## src/rtl/monobit_pkg.sv

```systemverilog
// Shared types and sizing helpers for the monobit/block-frequency tester.
// Block-frequency logic is built only when MONOBIT_BLOCK_FREQ_EN is defined.
package monobit_pkg;

    typedef enum logic [1:0] {
        ST_ACC,
        ST_SQ,
        ST_EVAL
    } state_t;

    localparam int DEF_N_BITS     = 128;
    localparam int DEF_MONO_LIMIT = 29;
    localparam int DEF_BLOCK_M    = 16;
    localparam int DEF_CHI_LIMIT  = 80;

    function automatic int s_width(input int n);
        return $clog2(n) + 2;
    endfunction

    function automatic int cnt_width(input int n);
        return (n > 1) ? $clog2(n) : 1;
    endfunction

    function automatic int ones_width(input int m);
        return $clog2(m + 1);
    endfunction

    // Signed d must hold +-BLOCK_M/2 after zero-extending the block count.
    function automatic int d_width(input int m);
        return $clog2(m + 1) + 1;
    endfunction

    function automatic int chi_width(input int n, input int m);
        return $clog2((n / m) * (m / 2) * (m / 2) + 1);
    endfunction

endpackage

```

## src/rtl/monobit_blockacc.sv

```systemverilog
// Block-frequency accumulator: per-block ones count, registered d,
// and the sum of d^2 over one sequence.
module monobit_blockacc
    import monobit_pkg::*;
#(
    parameter int N_BITS  = DEF_N_BITS,
    parameter int BLOCK_M = DEF_BLOCK_M
) (
    input  logic clk,
    input  logic rst,
    input  logic clear,
    input  logic bit_vld,
    input  logic bit_dat,
    input  logic seq_end,
    output logic [chi_width(N_BITS, BLOCK_M)-1:0] chi_final
);

    localparam int PW = cnt_width(BLOCK_M);
    localparam int OW = ones_width(BLOCK_M);
    localparam int DW = d_width(BLOCK_M);
    localparam int CW = chi_width(N_BITS, BLOCK_M);

    logic [PW-1:0]        pos;
    logic [OW-1:0]        blk_ones;
    logic [OW-1:0]        ones_next;
    logic                 blk_end;
    logic signed [DW-1:0] d_next;
    logic signed [DW-1:0] d_q;
    logic [DW-1:0]        d_mag;
    logic [CW-1:0]        d_sq;
    logic                 d_vld;
    logic                 d_last;
    logic [CW-1:0]        chi_acc;
    logic [CW-1:0]        chi_base;

    assign ones_next = blk_ones + OW'(bit_dat);
    assign blk_end   = bit_vld && (pos == PW'(BLOCK_M - 1));
    assign d_next    = $signed(DW'(ones_next)) - $signed(DW'(BLOCK_M / 2));
    assign d_mag     = d_q[DW-1] ? $unsigned(-d_q) : $unsigned(d_q);
    assign d_sq      = CW'(d_mag) * CW'(d_mag);

    always_ff @(posedge clk or posedge rst) begin
        if (rst) begin
            pos      <= '0;
            blk_ones <= '0;
        end else if (clear) begin
            pos      <= '0;
            blk_ones <= '0;
        end else if (bit_vld) begin
            if (blk_end) begin
                pos      <= '0;
                blk_ones <= '0;
            end else begin
                pos      <= pos + PW'(1);
                blk_ones <= ones_next;
            end
        end
    end

    always_ff @(posedge clk or posedge rst) begin
        if (rst) begin
            d_q    <= '0;
            d_vld  <= 1'b0;
            d_last <= 1'b0;
        end else begin
            d_vld <= blk_end;
            if (blk_end) begin
                d_q    <= d_next;
                d_last <= seq_end;
            end
        end
    end

    // The last block's d^2 lands one edge after the sequence end, so the
    // partial sum is parked in chi_base while chi_acc restarts.
    always_ff @(posedge clk or posedge rst) begin
        if (rst) begin
            chi_acc   <= '0;
            chi_base  <= '0;
            chi_final <= '0;
        end else if (clear) begin
            chi_acc <= '0;
        end else begin
            if (seq_end) begin
                chi_base <= chi_acc;
                chi_acc  <= '0;
            end else if (d_vld && !d_last) begin
                chi_acc <= chi_acc + d_sq;
            end
            if (d_vld && d_last) begin
                chi_final <= chi_base + d_sq;
            end
        end
    end

endmodule

```

## src/rtl/monobit_freq.sv

```systemverilog
// NIST SP 800-22 frequency tester: monobit plus optional block-frequency
// (MONOBIT_BLOCK_FREQ_EN) with a registered verdict and valid pulse.
module monobit_freq
    import monobit_pkg::*;
#(
    parameter int N_BITS     = DEF_N_BITS,
    parameter int MONO_LIMIT = DEF_MONO_LIMIT,
    parameter int BLOCK_M    = DEF_BLOCK_M,
    parameter int CHI_LIMIT  = DEF_CHI_LIMIT
) (
    input  logic       clk,
    input  logic       rst,
    input  logic       epsilon_rsc_dat,
    input  logic       epsilon_vld,
    input  logic       clear,
    output logic       is_random_rsc_dat,
    output logic       valid_rsc_dat,
    output logic       mono_pass,
    output logic       block_pass,
    output logic [7:0] seq_count
);

    localparam int SW = s_width(N_BITS);
    localparam int BW = cnt_width(N_BITS);

    state_t               state;
    state_t               state_nx;
    logic                 sample;
    logic                 seq_end;
    logic                 load;
    logic                 mono_ok;
    logic                 blk_ok;
    logic [BW-1:0]        bit_cnt;
    logic signed [SW-1:0] s_acc;
    logic signed [SW-1:0] s_next;
    logic signed [SW-1:0] s_hold;

    assign sample  = epsilon_vld && !clear;
    assign seq_end = sample && (bit_cnt == BW'(N_BITS - 1));
    assign s_next  = epsilon_rsc_dat ? s_acc + SW'(1) : s_acc - SW'(1);

    always_ff @(posedge clk or posedge rst) begin
        if (rst) begin
            s_acc   <= '0;
            bit_cnt <= '0;
            s_hold  <= '0;
        end else if (clear) begin
            s_acc   <= '0;
            bit_cnt <= '0;
        end else if (sample) begin
            if (seq_end) begin
                s_acc   <= '0;
                bit_cnt <= '0;
                s_hold  <= s_next;
            end else begin
                s_acc   <= s_next;
                bit_cnt <= bit_cnt + BW'(1);
            end
        end
    end

`ifdef MONOBIT_BLOCK_FREQ_EN
    logic [chi_width(N_BITS, BLOCK_M)-1:0] chi_final;

    monobit_blockacc #(
        .N_BITS (N_BITS),
        .BLOCK_M(BLOCK_M)
    ) u_blockacc (
        .clk      (clk),
        .rst      (rst),
        .clear    (clear),
        .bit_vld  (sample),
        .bit_dat  (epsilon_rsc_dat),
        .seq_end  (seq_end),
        .chi_final(chi_final)
    );

    assign blk_ok = (int'(chi_final) <= CHI_LIMIT);

    always_ff @(posedge clk or posedge rst) begin
        if (rst) begin
            block_pass <= 1'b0;
        end else if (load) begin
            block_pass <= blk_ok;
        end
    end
`else
    assign blk_ok     = 1'b1;
    assign block_pass = 1'b1;
`endif

    always_ff @(posedge clk or posedge rst) begin
        if (rst) begin
            state <= ST_ACC;
        end else begin
            state <= state_nx;
        end
    end

    // Sequence end cannot land in SQ for N_BITS >= 2, but may in EVAL.
    always_comb begin
        state_nx = state;
        if (clear) begin
            state_nx = ST_ACC;
        end else begin
            unique case (state)
                ST_ACC:  state_nx = seq_end ? ST_SQ : ST_ACC;
                ST_SQ:   state_nx = ST_EVAL;
                ST_EVAL: state_nx = seq_end ? ST_SQ : ST_ACC;
                default: state_nx = ST_ACC;
            endcase
        end
    end

    always_comb begin
        load    = (state == ST_EVAL) && !clear;
        mono_ok = (int'(s_hold) <= MONO_LIMIT) &&
                  (int'(s_hold) >= -MONO_LIMIT);
    end

    always_ff @(posedge clk or posedge rst) begin
        if (rst) begin
            is_random_rsc_dat <= 1'b0;
            valid_rsc_dat     <= 1'b0;
            mono_pass         <= 1'b0;
            seq_count         <= 8'd0;
        end else begin
            valid_rsc_dat <= load;
            if (load) begin
                mono_pass         <= mono_ok;
                is_random_rsc_dat <= mono_ok && blk_ok;
                if (seq_count != 8'hFF) begin
                    seq_count <= seq_count + 8'd1;
                end
            end
        end
    end

endmodule

```

## config.mk

```make
export PLATFORM = sky130hd
export DESIGN_NAME = monobit_freq
export DESIGN_NICKNAME = d
export VERILOG_FILES = /design/src/rtl/monobit_pkg.sv /design/src/rtl/monobit_blockacc.sv /design/src/rtl/monobit_freq.sv
export SDC_FILE = /design/constraint.sdc
export NUM_CORES = 1
export LEC_CHECK = 0
export ABC_AREA = 1
export ABC_CLOCK_PERIOD_IN_PS = 1700
export CAP_MARGIN = 20
export CORE_ASPECT_RATIO = 0.9
export CORE_UTILIZATION = 53
export CTS_CLUSTER_SIZE = 25
export DETAILED_ROUTE_END_ITERATION = 8
export PLACE_DENSITY_LB_ADDON = 0.1
export SYNTH_ARGS = -nofsm -noshare
export SYNTH_HDL_FRONTEND = slang
export SYNTH_SLANG_ARGS = --single-unit
```

## constraint.sdc

```tcl
create_clock -name clk -period 1.7 [get_ports clk]
set_input_delay 0.255 -clock clk [delete_from_list [all_inputs] [get_ports clk]]
set_output_delay 0.255 -clock clk [all_outputs]
set_load 0.02 [all_outputs]
```

## After elaboration in Yosys (flattened, before gate mapping)

Cells that the tools add are included.

- Flip-flop bits (word level): 37
- Input port bits: 5
- Output and inout port bits: 12

- Add/sub/neg operators: 4
- $lt $le $gt $ge: 2
- Equality and inequality tests: 4
- Mux-type cells: 10
- Bitwise operators: 1
- Reduce and logical (&&, ||, !) cells: 10

Operator list:

| operator | count |
|---|---|
| $mux W9 | 4 |
| $mux W7 | 3 |
| $add A9 B2 Y9 const B | 1 |
| $ge A9 B6 Y1 const B | 1 |
| $le A9 B6 Y1 const B | 1 |
| $sub A9 B2 Y9 const B | 1 |
| $add A8 B1 Y8 const B | 1 |
| $ne A8 B8 Y1 const B | 1 |
| $add A7 B1 Y7 const B | 1 |
| $eq A7 B7 Y1 const B | 1 |
| $logic_and A1 B1 Y1 | 4 |
| $pmux W2 S2 | 1 |
| $reduce_and A3 Y1 | 1 |
| $eq A2 B1 Y1 const B | 1 |
| $eq A2 B2 Y1 const B | 1 |
| $logic_not A2 Y1 | 1 |
| $mux W2 | 1 |
| $reduce_and A2 Y1 | 1 |
| $reduce_bool A2 Y1 | 1 |
| $reduce_or A2 Y1 | 1 |
| $logic_not A1 Y1 | 1 |
| $mux W1 | 1 |
| $not A1 Y1 | 1 |

## Longest topological paths before layout

- Depth in word-level cells: 6
- Depth in mapped cells: 10
- Gate-level depth less buffers: 10

## Least setup slack after synthesis

OpenSTA, ideal clock, no wires.

- Kind: flip-flop to flip-flop
- Start point: register seq_count[1]
- End point: register seq_count[1]
- Arrival time: 1,338 ps
- Data required time: 1,574 ps
- Slack: 236 ps
- Stages on the path, launching flop included: 9
- Buffers on the path: 0
- Clock period less this slack: 1,464 ps
- Cell sequence: dfrtp_1 > ha_1 > nand3_1 > nor2_1 > nand2_1 > nand2_1 > inv_1 > nand2_1 > o21ai_0

- Longest elaborated chain between the ends: 2
- Elaborated cells on any way between the ends: 3
- Classes of those cells: 1 x add/sub; 1 x eq/ne; 1 x reduce/logical

Ends and longest elaborated chain:

| element | RTL line | source |
|---|---|---|
| from (decl) | monobit_freq.sv:20 | `output logic [7:0] seq_count` |
| from (signal assigned) | monobit_freq.sv:133 | `seq_count <= seq_count + 8'd1;` |
| parallel branches: the longest is 2 deep, another holds $add A8 B1 Y8 | - |  |

Parallel ways; which one is timed is not known.
A chain may end at the register's enable or synchronous reset.

## Final worst setup path

- Start point: register seq_count[5]
- End point: output port seq_count[5]

No word-level cell between the ends.

==> flow_metrics.env <==
export IMPL_status="completed"
export IMPL_start_util_pct=55.30
export IMPL_cts_root_buf="clkbuf_8"
export IMPL_finClkSkew_ps=8.467
export IMPL_critical_path_max_fanout=5
export IMPL_grt_pass1_wl_um=6375
export IMPL_max_freq_ghz=0.6220
export IMPL_diodes=0
export IMPL_hpwl_um=2876
export IMPL_dieArea_sq_um=4147
export IMPL_ir_worst_vdd_mv=0.6345
export IMPL_worstHoldPathType="input port to asynchronous set/reset pin"
export IMPL_gp_congestion=0.8136
export IMPL_post_drt_wl_per_cell_um=11.77
export IMPL_pwr_share_clk_pct=35.5
export IMPL_antenna_found_initial=0
export IMPL_p_leak_nw=1.331
export IMPL_syn_num_nets=272
export IMPL_design_core_area_sq_um=3731
export IMPL_period_share_pct=94.58
export IMPL_syn_avg_cell_area_sq_um=8.028
export IMPL_setup_viol=0
export IMPL_cp_start_kind="flip-flop"
export IMPL_critical_path_required_ps=1440
export IMPL_viasPerCell=4.860
export IMPL_path_delay_family="buffers and inverters"
export IMPL_postCtsSetupBuffers=0
export IMPL_switchingPower_mw=0.5908
export IMPL_crit_type="flip-flop to primary output"
export IMPL_drt_first_pass_iters=4
export IMPL_drv_cap=0
export IMPL_syn_area_sq_um=2063
export IMPL_final_antenna_net_count=0
export IMPL_power_per_cell_area_nw_per_um2=855.8
export IMPL_htreeDepth=2
export IMPL_layout_common_cells="nand2_1, dfrtp_1, inv_1"
export IMPL_rsz0062_at_grt="false"
export IMPL_switching_share_pct=26.89
export IMPL_first_global_vias=1429
export IMPL_layout_drive_gt1_share_pct=17.91
export IMPL_slowest_delay_ps=630
export IMPL_gr_total_overflow=0
export IMPL_slowest_stage="clkdlybuf4s50_1"
export IMPL_hold_violations=0
export IMPL_area_growth_synth_to_final_pct=24.44
export IMPL_critPathBufInv=1
export IMPL_cts_tree="yes"
export IMPL_combPwrFrac_pct=21.0
export IMPL_endpoint_kind="primary output"
export IMPL_final_max_slew_viol_count=0
export IMPL_insertion_delay_ps=290
export IMPL_crit_path_cell_trace="clkdlybuf4s50_1"
export IMPL_row_count=21
export IMPL_drc_errors=0
export IMPL_power_internal_mw=1.607
export IMPL_nets=310
export IMPL_routed_wl_um=4024
export IMPL_ys_seq_area_share_pct=44.88
export IMPL_clkTransAtPathRegs_ps=70
export IMPL_yosys_warnings=0
export IMPL_grt_start_max_net_pins=38
export IMPL_cts_sinks=37
export IMPL_cts_buffers=5
export IMPL_fin_ws_ps=92.22
export IMPL_vias=1662
export IMPL_dp_slack_ps=-310.8
export IMPL_synth_cell_types=27
export IMPL_cts_hold_buf=0
export IMPL_cts_max_path_buffers=2
export IMPL_cp_arrival_ps=1350
export IMPL_p_seq_share_pct=43.5
export IMPL_grt_total_usage_pct=21.16
export IMPL_ys_ff_latch=37
export IMPL_utilization_pct=68.81
export IMPL_port_buffers=15
export IMPL_min_period_ps=1608
export IMPL_drtIter0Drc=71
export IMPL_die_w_um=67.77
export IMPL_die_height_um=61.19
export IMPL_synthCells=257
export IMPL_mostFrequentLayoutCell="nand2_1"
export IMPL_pin_count=17
## stage by stage
stage	setup TNS (ps)	cell area [sq um]	instances	hold slack, ps	total power, mW
after floorplan	0	2063	257	325.3	1.231
after global placement	-3324	2391	334	418.0	1.380
after detailed placement	-3645	2391	334	433.9	1.385
after CTS	0	2507	342	389.5	2.177
after global routing	0	2567	342	454.7	2.305
final	0	2567	342	368.8	2.197
## synthesized netlist by cell type
library cell | count | area, sq um
xnor2_1 | 8 | 70.07
nor3b_4 | 1 | 18.77
xor2_1 | 6 | 52.55
inv_1 | 28 | 105.1
buf_6 | 1 | 11.26
nor2_1 | 17 | 63.81
or2_2 | 2 | 12.51
dfrtp_1 | 37 | 925.9
ha_1 | 9 | 112.6
a22o_1 | 1 | 8.760
nor2_2 | 1 | 6.260
nand3b_1 | 3 | 22.52
nand3_2 | 1 | 10.01
o21ai_0 | 9 | 45.04
nand2_1 | 89 | 334.1
inv_2 | 4 | 15.01
nand4_1 | 1 | 6.260
buf_4 | 2 | 15.01
o22ai_1 | 3 | 18.77
o21ai_2 | 3 | 26.28
nand3_1 | 21 | 105.1
nor3b_1 | 1 | 7.510
nor2_4 | 2 | 22.52
conb_1 | 1 | 3.750
fa_1 | 1 | 20.02
clkbuf_1 | 1 | 3.750
a21oi_1 | 4 | 20.02
## what timing repair did
| item | 4_1_cts | 5_1_grt |
|---|---|---|
| gates resized for setup | 1 | 13 |
| endpoints found under the setup margin | 3 | 9 |
| hold endpoints to repair | 0 | 0 |
## flip-flops by register name, summed over array words and instances (netlist names)
| register | cells |
|---|---|
| mono_pass | 1 |
| state | 2 |
| s_hold | 9 |
| valid_rsc_dat | 1 |
| seq_count | 8 |
| s_acc | 9 |
| bit_cnt | 7 |
## metal layers
metal	part of all wire, %	global-route usage, %	up-vias
met2	46	32.81	31
met3	4.3	5.000	6
li1	-	-	879
met1	48	29.04	746
met5	0	0	-
met4	1.2	7.295	0
## final timing paths
kind	start	end	slack, ps	cells after the start
setup / recovery	seq_count[5]$_DFFE_PP0P_	seq_count[5]	90	1
hold / removal	rst	seq_count[4]$_DFFE_PP0P_	370	3
setup reg to reg	s_acc[0]$_DFFE_PP0P_	s_acc[6]$_DFFE_PP0P_	240	10
hold reg to reg	state[1]$_DFF_PP0_	state[1]$_DFF_PP0_	440	1
max in group asynchronous	rst	s_acc[0]$_DFFE_PP0P_	1020	3
min in group clk	state[1]$_DFF_PP0_	state[1]$_DFF_PP0_	440	1
## kinds of logic after synthesis
group / count (synthesis) / synth area share [%]
xor+xnor: 14 / 5.943
compound gates: 20 / 5.761
other cells: 1 / 0.1818
flops: 37 / 44.88
fa+ha+maj: 10 / 6.428
buf+inv: 36 / 7.276
simple gates: 139 / 29.53
## power by group through the flow
stage               sequential (mW)  combinational, mW  clock [mW]
floorplan                     0.965              0.266           0
global placement              0.970              0.409           0
detailed placement            0.970              0.415           0
CTS                           0.954              0.421       0.803
global route                  0.961              0.516       0.829
finish                        0.956              0.461       0.780
## final cells by class
type                    count  area [sq um]
fillers                   303          1164
multi-input cells         184          1042
flip-flops and latches     37         925.9
repair buffers             35         302.8
inverters                  32         122.6
clock buffers               7         86.33
well taps                  46         57.56
clock inverters             1         30.03
Note: power is estimated with default switching activity, not from simulation.
